## src/rtl/id_ex_hazard_pipe.sv

```systemverilog
// ID/EX, EX/MEM and MEM/WB pipeline registers with load-use stall, branch flush and global hold.
// Define HAZARD_STATS_EN to add the saturating Stall_Count / Flush_Count outputs.
module id_ex_hazard_pipe (
   input  logic       clk,
   input  logic       rst_n,
   input  logic [4:0] ID_Rs1,
   input  logic [4:0] ID_Rs2,
   input  logic [4:0] ID_Rd,
   input  logic       ID_RegWrite,
   input  logic       ID_MemRead,
   input  logic       ID_MemWrite,
   input  logic       ID_MemtoReg,
   input  logic       ID_valid,
   input  logic       EX_BranchTaken,
   input  logic       Hold,
   output logic [4:0] EX_Rs1,
   output logic [4:0] EX_Rs2,
   output logic [4:0] EX_Rd,
   output logic       EX_RegWrite,
   output logic       EX_MemRead,
   output logic       EX_MemWrite,
   output logic       EX_MemtoReg,
   output logic       EX_valid,
   output logic [4:0] MEM_Rd,
   output logic       MEM_RegWrite,
   output logic       MEM_MemRead,
   output logic       MEM_MemWrite,
   output logic       MEM_MemtoReg,
   output logic [4:0] WB_Rd,
   output logic       WB_RegWrite,
   output logic       WB_MemtoReg,
   output logic       PC_Write,
   output logic       IF_ID_Write,
   output logic       IF_ID_Flush
`ifdef HAZARD_STATS_EN
   ,
   output logic [31:0] Stall_Count,
   output logic [31:0] Flush_Count
`endif
);

   typedef enum logic [1:0] {
      ACT_ADVANCE,
      ACT_STALL,
      ACT_FLUSH,
      ACT_HOLD
   } action_t;

   typedef struct packed {
      logic [4:0] rs1;
      logic [4:0] rs2;
      logic [4:0] rd;
      logic       reg_write;
      logic       mem_read;
      logic       mem_write;
      logic       mem_to_reg;
      logic       valid;
   } id_ex_t;

   typedef struct packed {
      logic [4:0] rd;
      logic       reg_write;
      logic       mem_read;
      logic       mem_write;
      logic       mem_to_reg;
      logic       valid;
   } ex_mem_t;

   typedef struct packed {
      logic [4:0] rd;
      logic       reg_write;
      logic       mem_to_reg;
   } mem_wb_t;

   id_ex_t  id_ex_q, id_ex_d;
   ex_mem_t ex_mem_q, ex_mem_d;
   mem_wb_t mem_wb_q, mem_wb_d;
   action_t action;
   logic    load_use;

   assign load_use = id_ex_q.valid && id_ex_q.mem_read && (id_ex_q.rd != 5'd0) && ID_valid &&
                     ((id_ex_q.rd == ID_Rs1) || (id_ex_q.rd == ID_Rs2));

   always_comb begin
      if (Hold)
         action = ACT_HOLD;
      else if (EX_BranchTaken)
         action = ACT_FLUSH;
      else if (load_use)
         action = ACT_STALL;
      else
         action = ACT_ADVANCE;
   end

   // Front-end controls are forced to "advance" while reset is asserted, whatever Hold says.
   always_comb begin
      PC_Write    = 1'b1;
      IF_ID_Write = 1'b1;
      IF_ID_Flush = 1'b0;
      if (rst_n) begin
         unique case (action)
            ACT_HOLD: begin
               PC_Write    = 1'b0;
               IF_ID_Write = 1'b0;
            end
            ACT_FLUSH:
               IF_ID_Flush = 1'b1;
            ACT_STALL: begin
               PC_Write    = 1'b0;
               IF_ID_Write = 1'b0;
            end
            default: ;
         endcase
      end
   end

   // Invalid slots collapse to all-zero bubbles so nothing stale travels downstream.
   always_comb begin
      id_ex_d = '0;
      if (ID_valid) begin
         id_ex_d.rs1        = ID_Rs1;
         id_ex_d.rs2        = ID_Rs2;
         id_ex_d.rd         = ID_Rd;
         id_ex_d.reg_write  = ID_RegWrite;
         id_ex_d.mem_read   = ID_MemRead;
         id_ex_d.mem_write  = ID_MemWrite;
         id_ex_d.mem_to_reg = ID_MemtoReg;
         id_ex_d.valid      = 1'b1;
      end
   end

   always_comb begin
      ex_mem_d = '0;
      if (id_ex_q.valid) begin
         ex_mem_d.rd         = id_ex_q.rd;
         ex_mem_d.reg_write  = id_ex_q.reg_write;
         ex_mem_d.mem_read   = id_ex_q.mem_read;
         ex_mem_d.mem_write  = id_ex_q.mem_write;
         ex_mem_d.mem_to_reg = id_ex_q.mem_to_reg;
         ex_mem_d.valid      = 1'b1;
      end
   end

   always_comb begin
      mem_wb_d = '0;
      if (ex_mem_q.valid) begin
         mem_wb_d.rd         = ex_mem_q.rd;
         mem_wb_d.reg_write  = ex_mem_q.reg_write;
         mem_wb_d.mem_to_reg = ex_mem_q.mem_to_reg;
      end
   end

   always_ff @(posedge clk or negedge rst_n) begin
      if (!rst_n) begin
         id_ex_q  <= '0;
         ex_mem_q <= '0;
         mem_wb_q <= '0;
      end else begin
         unique case (action)
            ACT_HOLD: ;
            ACT_FLUSH, ACT_STALL: begin
               id_ex_q  <= '0;
               ex_mem_q <= ex_mem_d;
               mem_wb_q <= mem_wb_d;
            end
            default: begin
               id_ex_q  <= id_ex_d;
               ex_mem_q <= ex_mem_d;
               mem_wb_q <= mem_wb_d;
            end
         endcase
      end
   end

`ifdef HAZARD_STATS_EN
   always_ff @(posedge clk or negedge rst_n) begin
      if (!rst_n) begin
         Stall_Count <= '0;
         Flush_Count <= '0;
      end else begin
         if (action == ACT_STALL && Stall_Count != '1)
            Stall_Count <= Stall_Count + 32'd1;
         if (action == ACT_FLUSH && Flush_Count != '1)
            Flush_Count <= Flush_Count + 32'd1;
      end
   end
`endif

   assign EX_Rs1       = id_ex_q.rs1;
   assign EX_Rs2       = id_ex_q.rs2;
   assign EX_Rd        = id_ex_q.rd;
   assign EX_RegWrite  = id_ex_q.reg_write;
   assign EX_MemRead   = id_ex_q.mem_read;
   assign EX_MemWrite  = id_ex_q.mem_write;
   assign EX_MemtoReg  = id_ex_q.mem_to_reg;
   assign EX_valid     = id_ex_q.valid;

   assign MEM_Rd       = ex_mem_q.rd;
   assign MEM_RegWrite = ex_mem_q.reg_write;
   assign MEM_MemRead  = ex_mem_q.mem_read;
   assign MEM_MemWrite = ex_mem_q.mem_write;
   assign MEM_MemtoReg = ex_mem_q.mem_to_reg;

   assign WB_Rd        = mem_wb_q.rd;
   assign WB_RegWrite  = mem_wb_q.reg_write;
   assign WB_MemtoReg  = mem_wb_q.mem_to_reg;

endmodule

```

## config.mk

```make
export PLATFORM = sky130hd
export DESIGN_NAME = id_ex_hazard_pipe
export DESIGN_NICKNAME = d
export VERILOG_FILES = /design/src/rtl/id_ex_hazard_pipe.sv
export SDC_FILE = /design/constraint.sdc
export NUM_CORES = 1
export LEC_CHECK = 0
export ABC_CLOCK_PERIOD_IN_PS = 2600
export BUFFER_PORTS_ARGS = -buffer_cell sky130_fd_sc_hd__buf_2
export CELL_PAD_IN_SITES_DETAIL_PLACEMENT = 1
export CELL_PAD_IN_SITES_GLOBAL_PLACEMENT = 1
export CORE_MARGIN = 5
export CORE_UTILIZATION = 36
export DETAILED_ROUTE_END_ITERATION = 8
export PLACE_DENSITY = 0.86
export SLEW_MARGIN = 30
export SYNTH_ARGS = -nofsm -noshare
export SYNTH_HDL_FRONTEND = slang
export SYNTH_SLANG_ARGS = --single-unit
```

## constraint.sdc

```tcl
create_clock -name clk -period 2.6 [get_ports clk]
set_input_delay 0.26 -clock clk [delete_from_list [all_inputs] [get_ports clk]]
set_output_delay 0.26 -clock clk [all_outputs]
set_load 0.01 [all_outputs]
```

-- After elaboration in Yosys (flattened, before gate mapping)
Index checks and enable logic that the tools add are counted.
- output and inout port bits: 39
- logic and storage cells: 41
- register bits: 37
- input bits: 24
- equal/unequal tests: 5
- mux-type cells: 11
- reduce and logical (&&, ||, !) cells: 8
- operator list (operator ; count):
    20-bit one-hot mux with 2 select lines ; 1
    20-bit two-way mux ; 1
    5-bit == test ; 2
    10-bit two-way mux ; 1
    7-bit two-way mux ; 1
    1-bit two-way mux ; 5
    5-bit nonzero test ; 1
    2-bit == test (second input constant) ; 2
    1-bit logical AND ; 4
    2-bit two-way mux ; 2
    2-bit OR reduction ; 2
    2-bit by 1-bit == test with 1-bit output (second input constant) ; 1
    1-bit logical OR ; 1

-- Logic depth before layout (Yosys ltp)
Gate-level depths: netlist of run 1.
- depth in word-level cells: 11
- gate-level depth with buffers: 9
- mapped depth without buffers: 7

-- Worst setup path before layout of run 1
OpenSTA, ideal clock, no wires.
- path kind: flip-flop to flip-flop
- from: reg id_ex_q (netlist bit EX_Rd[1])
- to: reg id_ex_q (netlist bit EX_Rd[1])
- clock period less this slack: 2.301 ns
- library setup time: 0.064 ns
- cell stages (with the launch flop): 10
- setup slack: 0.299 ns
- data required time: 2.536 ns
- buffers on the path: 2
- data arrival time: 2.237 ns
- cell sequence: dfrtp_1 -> or4_1 -> nor2_1 -> nor4b_1 -> a21o_2 -> ha_1 -> clkbuf_1 -> nor3b_1 -> buf_2 -> a22o_2
- cells in the longest elaborated chain, start to end: 10
- elaborated cells between the ends (all ways): 15
- those cells by class: eq/ne (5); mux (4); reduce/logical (6)
- RTL lines (item ; RTL line ; source):
    start: declaration ; 75 ; id_ex_t id_ex_q, id_ex_d;
    start signal: assignment ; 167 ; id_ex_q <= id_ex_d;
    5-bit nonzero test ; 81 ; assign load_use = id_ex_q.valid && id_ex_q.mem_read && (id_ex_q.rd != 5'd0) && ID_valid &&
    1-bit logical AND (2 in series) ; 81 ;
    1-bit logical AND * ; 81 ;
    1-bit two-way mux * ; 89 ; else if (load_use)
    2-bit two-way mux * ; 87 ; else if (EX_BranchTaken)
    2-bit two-way mux * ; 85 ; if (Hold)
    2-bit == test or 2-bit by 1-bit == test with 1-bit output (tied branches) ; 159 ; unique case (action)
    2-bit OR reduction ; 159 ;
    20-bit one-hot mux with 2 select lines ; 159 ;
Every way passes the cells marked *; elsewhere a longest branch is shown, timed or not.
A chain may end at the register's enable or synchronous reset.

-- Worst setup path after layout of run 1
- from: reg id_ex_q (netlist bit EX_Rd[2])
- to: reg id_ex_q (netlist bit EX_Rs2[0])
The elaborated chain is that of the path after synthesis.

==> impl_metrics.csv, run 1 <==
group,metric,value,unit
critical_path,cp_cell_sequence,"or4_1 -> nor2_1 -> nor4b_1 -> a21o_2 -> ha_2 -> nor3b_2 -> buf_4 -> a22o_1",
grt,antenna_found_initial,0,
synthesis,synth_warnings,0,
power_and_ir_drop,power.density,670.8,mW/mm²
critical_path,path_max_fanout,14,
critical_path,path_class,"flop to flop",
placement,placed_cell_area,0.001958,mm²
power_and_ir_drop,leakagePower,1.098,nW
route,vias,1303,
clocking,cts.sinks,37,
synthesis,syn-num-nets,175,
sta,rsz0062_at_grt,"no",
route,drt_iter0_drc,27,
finish,utilization,0.4861,
placement,dp.cells,255,
clocking,cts_buffers,5,
route,firstDrtPassIters,4,
critical_path,cp.arrival,2600,ps
clocking,clockRootBuffer,"clkbuf_8",
sta,max-slew-margin-rel,0.6722,
sta,drv_slew,0,
synthesis,ys_seq_area_frac,0.5786,
floorplan,rows,24,
floorplan,die_h,76.67,µm
synthesis,avgSynthCellArea,10.74,µm²
clocking,clock_path_buffers,2,
sta,tightest_slew,484.9,ps
min_path,hp-class,"input port to flop",
clocking,clk_latency,290,ps
status,status,"finished, final reports clean",
placement,dp_hpwl,3.143,mm
critical_path,critPathLaunchType,"flop",
synthesis,synth_cell_types,24,
finish,fillers,530,
grt,grt_remaining_overflow,0,
finish,antenna_cells,0,
critical_path,end_kind,"flop",
grt,grt_pass1_wl,7.003,mm
sta,finalCritPeriodShare,0.9104,
critical_path,crit_path_max_incr_delay,520,ps
sta,setup_violations,0,
sta,finClkSkew,10.29,ps
route,drc,0,
synthesis,synth.ff_latch_count,37,
clocking,htreeDepth,2,
clocking,path_clk_slew,80,ps
flow_run,cap_violations,0,
grt,grt_max_degree,25,
finish,instances_no_fill,264,
sta,hold_viol_final,0,
floorplan,die_x,76.67,µm
synthesis,synth_cells,149,
route,wire_per_inst,15.50,µm
power_and_ir_drop,vdd_ir_drop_max,0.0002890,V
placement,gp_congestion,0.7816,
finish,drive_above_1_share,0.3962,
sta,fmax,422.5,MHz
critical_path,worstPathRequired,2840,ps
sta,finalWorstSetupSlack,233.1,ps
placement,portBuffers,62,
critical_path,crit_path_top_delay_cell,"or4_1",
floorplan,io_pins,63,
grt,grt_pass1_vias,1471,
route,final_antenna_net_count,0,
sta,fin_setup_tns,0,ps
floorplan,start_util,0.3701,
route,wl,4.093,mm
finish,final_nets,237,
placement,place_ws,247.0,ps
sta,final.min_clock_period,2367,ps
synthesis,synth_area,0.001600,mm²
finish,area_growth,31.35,%
finish,finalInstanceArea,0.002102,mm²
clocking,cts_tree,"yes",
floorplan,core-area,0.004324,mm²
route,vias_per_cell,4.936,
floorplan,dieArea,0.005878,mm²
grt,grt_usage,0.1472,
## power by group
| group | switching [mW] | total (mW) | internal, mW |
|---|---|---|---|
| Sequential | 0.0285 | 0.633 | 0.605 |
| Clock | 0.210 | 0.591 | 0.381 |
| Combinational | 0.0993 | 0.185 | 0.0860 |
| Total | 0.338 | 1.41 | 1.07 |
## cells in the mapped netlist
master     n  share of area
a22o_2     1         0.0063
nor3b_1    1         0.0047
nor2_1     1         0.0023
mux2_2     1         0.0070
or4_1      1         0.0047
a21o_1     1         0.0047
buf_2      2         0.0063
dfrtp_1   37           0.58
or2_2      1         0.0039
o21ai_0   16          0.050
buf_4      6          0.028
a22o_1    18          0.099
nand3_1    2         0.0063
ha_1       2          0.016
a21o_2     1         0.0055
xnor2_1   10          0.055
and2_1     2         0.0078
a31oi_1    1         0.0039
clkbuf_1   6          0.014
nand2_1   34          0.080
a21oi_1    1         0.0031
o22ai_1    1         0.0039
nor4b_1    1         0.0055
buf_1      2         0.0047
## worst max-delay path, delay by kind of cell, from the launching register on
family / cells / cell delay, ps
buffers and inverters: 1 / 240
DFF: 1 / 480
adders and majority gates: 1 / 280
AOI/OAI and AO/OA: 2 / 370
and+or+nand+nor: 4 / 940
## final cells by class
class | instances | area [µm²] | share of cell area
Tap cell | 52 | 65.06 | 0.03095
Clock buffer | 5 | 68.82 | 0.03274
Multi-Input combinational cell | 96 | 596.8 | 0.2839
Clock inverter | 3 | 65.06 | 0.03095
Timing Repair Buffer | 71 | 380.4 | 0.1810
Sequential cell | 37 | 925.9 | 0.4405
## kinds of logic after synthesis
group | Yosys count | share of synthesized area
buffers and inverters | 16 | 0.05317
muxes | 1 | 0.007036
adders and majority gates | 2 | 0.01563
and+or+nand+nor | 43 | 0.1149
DFF | 37 | 0.5786
AOI/OAI and AO/OA | 40 | 0.1759
xor gates and xnor gates | 10 | 0.05473
## worst paths after layout
path	depth (start not counted)	slack [ps]	start	to
worst max-delay path	8	230	EX_Rd[2]$_DFFE_PN0P_	EX_Rs2[0]$_DFFE_PN0P_
worst min-delay path	2	180	ID_Rd[2]	EX_Rd[2]$_DFFE_PN0P_
worst max register to register	8	230	EX_Rd[2]$_DFFE_PN0P_	EX_Rs2[0]$_DFFE_PN0P_
worst min register to register	2	480	WB_Rd[1]$_DFFE_PN0P_	WB_Rd[1]$_DFFE_PN0P_
max in group asynchronous	3	1500	rst_n	WB_Rd[0]$_DFFE_PN0P_
min in group asynchronous	2	470	rst_n	EX_RegWrite$_DFFE_PN0P_
## per-layer routing
| metal | wire (µm) | part of all wire | track usage | up-vias |
|---|---|---|---|---|
| met5 | 0 | 0 | 0 | - |
| met2 | 1931 | 0.47 | 0.2360 | 44 |
| met1 | 1770 | 0.43 | 0.1730 | 623 |
| met3 | 348 | 0.085 | 0.07728 | 5 |
| li1 | - | - | - | 631 |
| met4 | 42 | 0.010 | 0.03671 | 0 |
## cells in the final DEF (no fill, tap or decap)
cell type,instances
a21o_1,1
a21o_2,1
a21oi_1,1
a22o_1,18
a22o_2,1
a31oi_1,1
and2_1,2
buf_2,62
buf_4,8
bufinv_16,2
clkbuf_8,5
clkinv_2,1
dfrtp_1,37
dlygate4sd3_1,1
ha_1,1
ha_2,1
mux2_2,1
nand2_1,34
nand3_1,2
nor2_1,1
nor3b_2,1
nor4b_1,1
o21ai_0,16
o22ai_1,1
or2_2,1
or4_1,1
xnor2_1,10
## registers in the layout (all words and copies together), names as in the netlist
register and count:
EX_Rd 5, WB_RegWrite 1, EX_Rs1 5, MEM_MemtoReg 1, MEM_MemWrite 1, MEM_RegWrite 1, EX_RegWrite 1, ex_mem_q 1
EX_MemRead 1, EX_MemtoReg 1, MEM_Rd 5, EX_Rs2 5, MEM_MemRead 1, WB_MemtoReg 1, EX_valid 1, WB_Rd 5
EX_MemWrite 1
## what timing repair did
item,CTS,global route
buffers inserted,0,0
hold buffers,1,0
hold endpoints to repair,20,0
resized for setup,0,0
## stage by stage
step                total power [mW]  hold WS, ps
floorplan                     0.7384       -35.59
global placement              0.8270        241.3
detailed placement            0.8321        265.3
CTS                            1.427        172.6
global route                   1.473        161.9
finish                         1.410        175.7
Power figures use the tool's default switching activity.
==> inputs of run 2 (changes only) <==
--- a/config.mk
+++ b/config.mk
@@ -12,6 +12,7 @@
 export CORE_MARGIN = 5
 export CORE_UTILIZATION = 36
 export DETAILED_ROUTE_END_ITERATION = 8
+export MAX_ROUTING_LAYER = met4
 export PLACE_DENSITY = 0.86
 export SLEW_MARGIN = 30
 export SYNTH_ARGS = -nofsm -noshare
==> impl_metrics.csv, run 2 (synthesis results as in run 1) <==
group,metric,value,unit
status,status,"finished, final reports clean",
finish,drive_above_1_share,0.3962,
clocking,cts_buffers,5,
critical_path,r2r_cells,8,
route,drc,0,
route,vias_per_cell,4.966,
grt,grt_max_degree,25,
power_and_ir_drop,vdd_ir_drop_max,0.0002908,V
critical_path,path_class,"flop to flop",
critical_path,critPathLaunchType,"flop",
finish,final_common_cell,"buf_2",
finish,seqCellArea,925.9,µm²
floorplan,rows,24,
clocking,cts_setup_buffers,0,
finish,area_growth,31.35,%
critical_path,crit_path_top_delay_cell,"or4_1",
min_path,hold_path.startpoint,"ID_Rd[2]",
flow_run,cap_violations,0,
min_path,whs_endpoint,"EX_Rd[2]$_DFFE_PN0P_",
clocking,clockRootBuffer,"clkbuf_8",
sta,final.min_clock_period,2356,ps
finish,final_cell_mix,"buf_2 (62), dfrtp_1 (37), nand2_1 (34)",
route,vias,1311,
critical_path,r2r_start,"EX_Rd[2]$_DFFE_PN0P_",
power_and_ir_drop,leakagePower,1.098,nW
sta,fmax,424.5,MHz
sta,hold_ws,179.0,ps
clocking,cts.sinks,37,
floorplan,die_h,76.67,µm
sta,rsz0062_at_grt,"no",
sta,finClkSkew,10.05,ps
critical_path,cp_top_family,"simple AND/OR/NAND/NOR gates",
floorplan,dieArea,0.005878,mm²
finish,fillers,530,
floorplan,io_pins,63,
floorplan,core-area,0.004324,mm²
sta,hold_viol_final,0,
clocking,clock_path_buffers,2,
critical_path,worstPathRequired,2830,ps
critical_path,path_max_fanout,14,
sta,tightest_slew,502.9,ps
sta,fin_setup_tns,0,ps
sta,drv_slew,0,
clocking,clk_latency,290,ps
critical_path,cp.arrival,2590,ps
finish,antenna_cells,0,
critical_path,crit_path_max_incr_delay,520,ps
floorplan,die_x,76.67,µm
sta,setup_violations,0,
critical_path,regToRegEndpoint,"EX_Rs2[0]$_DFFE_PN0P_",
clocking,cts_tree,"yes",
grt,antenna_found_initial,0,
min_path,hp-class,"input port to flop",
route,firstDrtPassIters,2,
placement,portBuffers,62,
min_path,holdPathStages,2,
power_and_ir_drop,power.density,669.7,mW/mm²
grt,grt_pass1_wl,7.010,mm
critical_path,crit_buf_inv,1,
grt,grt_usage,0.1516,
grt,grt_pass1_vias,1471,
finish,multi_input_area,596.8,µm²
route,wl,4.082,mm
critical_path,cp_cell_sequence,"or4_1 -> nor2_1 -> nor4b_1 -> a21o_2 -> ha_2 -> nor3b_2 -> buf_4 -> a22o_1",
placement,gp_congestion,0.7924,
clocking,htreeDepth,2,
critical_path,reg2reg_slack,240,ps
route,drt_iter0_drc,30,
sta,finalCritPeriodShare,0.9061,
route,final_antenna_net_count,0,
finish,final_nets,237,
placement,dp_hpwl,3.143,mm
route,wire_per_inst,15.46,µm
sta,max-slew-margin-rel,0.6647,
critical_path,end_kind,"flop",
grt,grt_remaining_overflow,0,
clocking,path_clk_slew,80,ps
floorplan,start_util,0.3701,
run 2: cell counts in the layout (fill, tap and decap cells not counted):
No cell type changed its count.
run 2: per-layer routing:
metal | wire, µm | global-route usage
met1 | 1806 | 0.1782
met2 | 1901 | 0.2368
met3 | 332 | 0.06909
met4 | 42 | 0.03671
met5 | 0 | -
run 2: how the worst max path moves through the flow:
stage	startpoint	end	slack, ps	cells past startpoint
after detailed placement	EX_Rd[2]$_DFFE_PN0P_	EX_Rs1[2]$_DFFE_PN0P_	250	8
after global placement	EX_Rd[2]$_DFFE_PN0P_	EX_Rd[1]$_DFFE_PN0P_	340	8
after CTS	EX_Rd[2]$_DFFE_PN0P_	EX_Rs2[0]$_DFFE_PN0P_	210	8
after floorplan	EX_Rd[1]$_DFFE_PN0P_	EX_Rd[1]$_DFFE_PN0P_	300	9
after global routing	EX_Rd[2]$_DFFE_PN0P_	IF_ID_Flush	30	7
final	EX_Rd[2]$_DFFE_PN0P_	EX_Rs2[0]$_DFFE_PN0P_	240	8
run 2: cell type report:
class | instances | area share
sequential | 37 | 0.4405
multi-input combinational | 96 | 0.2839
timing repair buffer | 71 | 0.1810
clock buffer | 5 | 0.03274
clock inverter | 3 | 0.03095
tap | 52 | 0.03095
run 2: repair_timing:
action | CTS | global route
hold endpoints to repair | 20 | 0
gates resized for setup | 0 | 0
hold buffers | 1 | 0
run 2: power by group:
part | total (mW) | leakage [nW] | switching, mW | internal (mW)
Combinational | 0.185 | 0.525 | 0.0991 | 0.0860
Clock | 0.589 | 0.0681 | 0.208 | 0.381
Sequential | 0.634 | 0.505 | 0.0286 | 0.605
run 2: per-stage QoR:
step,cells,utilization,power [mW],setup slack [ps],instance area (µm²)
6_report,264,0.4861,1.408,244.2,2102
5_1_grt,264,0.4861,1.473,34.73,2102
4_1_cts,264,0.4861,1.427,213.3,2102
3_5_place_dp,255,0.4528,0.8321,247.0,1958
3_3_place_gp,255,0.4528,0.8270,337.4,1958
2_1_floorplan,149,-,0.7384,298.8,1600
==> inputs of run 3 (changes only) <==
--- a/config.mk
+++ b/config.mk
@@ -6,14 +6,14 @@
 export NUM_CORES = 1
 export LEC_CHECK = 0
 export ABC_CLOCK_PERIOD_IN_PS = 2600
-export BUFFER_PORTS_ARGS = -buffer_cell sky130_fd_sc_hd__buf_2
 export CELL_PAD_IN_SITES_DETAIL_PLACEMENT = 1
 export CELL_PAD_IN_SITES_GLOBAL_PLACEMENT = 1
 export CORE_MARGIN = 5
-export CORE_UTILIZATION = 36
+export CORE_UTILIZATION = 46
 export DETAILED_ROUTE_END_ITERATION = 8
+export DONT_BUFFER_PORTS = 1
 export MAX_ROUTING_LAYER = met4
-export PLACE_DENSITY = 0.86
+export PLACE_DENSITY = 0.84
 export SLEW_MARGIN = 30
 export SYNTH_ARGS = -nofsm -noshare
 export SYNTH_HDL_FRONTEND = slang
==> impl_metrics.csv, run 3 (synthesis results as in run 1) <==
group,metric,value,unit
clocking,clock_path_buffers,2,
critical_path,cp_top_family,"compound AO/OA/AOI/OAI gates",
finish,final_common_cell,"dfrtp_1",
critical_path,cp_cell_sequence,"buf_4 -> xnor2_1 -> nand3_1 -> o22ai_1 -> a21o_2 -> ha_2 -> nor3b_2 -> buf_4 -> a22o_1",
sta,finalCritPeriodShare,0.9093,
floorplan,dieArea,0.004758,mm²
grt,grt_pass1_vias,1288,
status,status,"finished, final reports clean",
sta,fmax,423.0,MHz
sta,hold_viol_final,0,
sta,tightest_slew,568.3,ps
finish,drive_above_1_share,0.1677,
sta,rsz0062_at_grt,"no",
clocking,cts.sinks,37,
finish,finalInstanceArea,0.001752,mm²
sta,finClkSkew,12.82,ps
clocking,cts_tree,"yes",
grt,grt_pass1_wl,6.437,mm
sta,drv_slew,0,
finish,area_growth,9.461,%
clocking,cts_buffers,5,
critical_path,end_kind,"flop",
clocking,clockRootBuffer,"clkbuf_4",
critical_path,crit_buf_inv,2,
route,wl,3.933,mm
route,drt_iter0_drc,82,
finish,antenna_cells,0,
floorplan,io_pins,63,
floorplan,start_util,0.4758,
clocking,clk_latency,350,ps
sta,max-slew-margin-rel,0.6193,
clocking,htreeDepth,2,
floorplan,core-area,0.003363,mm²
power_and_ir_drop,power.density,618.3,mW/mm²
grt,antenna_found_initial,0,
route,firstDrtPassIters,4,
power_and_ir_drop,vdd_ir_drop_max,0.0003822,V
clocking,ctsResizeCount,0,
critical_path,critPathLaunchType,"flop",
floorplan,die_x,68.98,µm
min_path,hp-class,"input port to flop",
route,vias,1114,
route,vias_per_cell,5.542,
flow_run,cap_violations,0,
route,final_antenna_net_count,0,
power_and_ir_drop,leakagePower,0.7981,nW
sta,fin_setup_tns,0,ps
placement,portBuffers,0,
critical_path,path_class,"flop to flop",
critical_path,path_common_cell,"buf_4",
critical_path,cp.arrival,2660,ps
grt,grt_remaining_overflow,0,
grt,grt_usage,0.1939,
critical_path,path_max_fanout,14,
placement,placed_cell_area,0.001670,mm²
finish,utilization,0.5208,
floorplan,rows,21,
finish,final_cell_mix,"dfrtp_1 (37), nand2_1 (34), a22o_1 (18)",
critical_path,worstPathRequired,2890,ps
route,wire_per_inst,19.57,µm
finish,final_nets,180,
sta,final.min_clock_period,2364,ps
floorplan,die_h,68.98,µm
sta,setup_violations,0,
critical_path,crit_path_max_incr_delay,390,ps
clocking,cts_setup_buffers,0,
critical_path,crit_path_top_delay_cell,"dfrtp_1",
clocking,path_clk_slew,120,ps
finish,fillers,394,
placement,gp_congestion,0.7799,
sta,hold_ws,32.42,ps
grt,grt_max_degree,38,
route,drc,0,
-- run 3: cell types whose count changed in the layout (fill, tap and decap cells not counted), sizes merged --
cell	delta
buf	-57
bufinv	-2
clkbuf	+1
clkinv	+1
-- run 3: cell type report --
class                           count  area, µm²  area share
Sequential cell                    37      925.9      0.5286
Multi-Input combinational cell     96      596.8      0.3407
Timing Repair Buffer               14      120.1     0.06857
Tap cell                           46      57.56     0.03286
Clock buffer                        6      41.29     0.02357
Clock inverter                      2      10.01    0.005714
-- run 3: final timing paths --
kind / start / end / slack (ps) / cells past startpoint
setup / recovery: EX_Rd[2]$_DFFE_PN0P_ / EX_Rs1[2]$_DFFE_PN0P_ / 240 / 9
hold / removal: ID_Rd[4] / EX_Rd[4]$_DFFE_PN0P_ / 30 / 1
setup reg to reg: EX_Rd[2]$_DFFE_PN0P_ / EX_Rs1[2]$_DFFE_PN0P_ / 240 / 9
hold reg to reg: EX_Rd[4]$_DFFE_PN0P_ / MEM_Rd[4]$_DFFE_PN0P_ / 560 / 2
max in group asynchronous: rst_n / MEM_MemRead$_DFFE_PN0P_ / 2050 / 2
min in group asynchronous: rst_n / WB_MemtoReg$_DFFE_PN0P_ / 350 / 2
-- run 3: per-stage QoR --
stage	setup WS, ps	power [mW]	instances
3_3_place_gp	405.2	0.7712	191
6_report	235.8	1.083	201
2_1_floorplan	298.8	0.7384	149
4_1_cts	235.6	1.094	201
5_1_grt	60.28	1.141	201
3_5_place_dp	273.1	0.7805	191
-- run 3: repair_timing --
action,4_1_cts,5_1_grt
hold buffers,2,0
hold endpoints to repair,37,0
endpoints found under the setup margin,0,0
-- run 3: routing by layer --
layer	share of wire	vias up	global-route usage
li1	-	516	-
met1	0.38	531	0.2169
met2	0.49	59	0.3143
met3	0.10	8	0.07618
met4	0.022	0	0.07056
met5	0	-	-
-- run 3: where the power goes --
part,internal [mW],switching [mW],total (mW)
clock network,0.103,0.197,0.301
registers,0.605,0.0385,0.643
logic,0.0629,0.0763,0.139
total,0.771,0.312,1.08
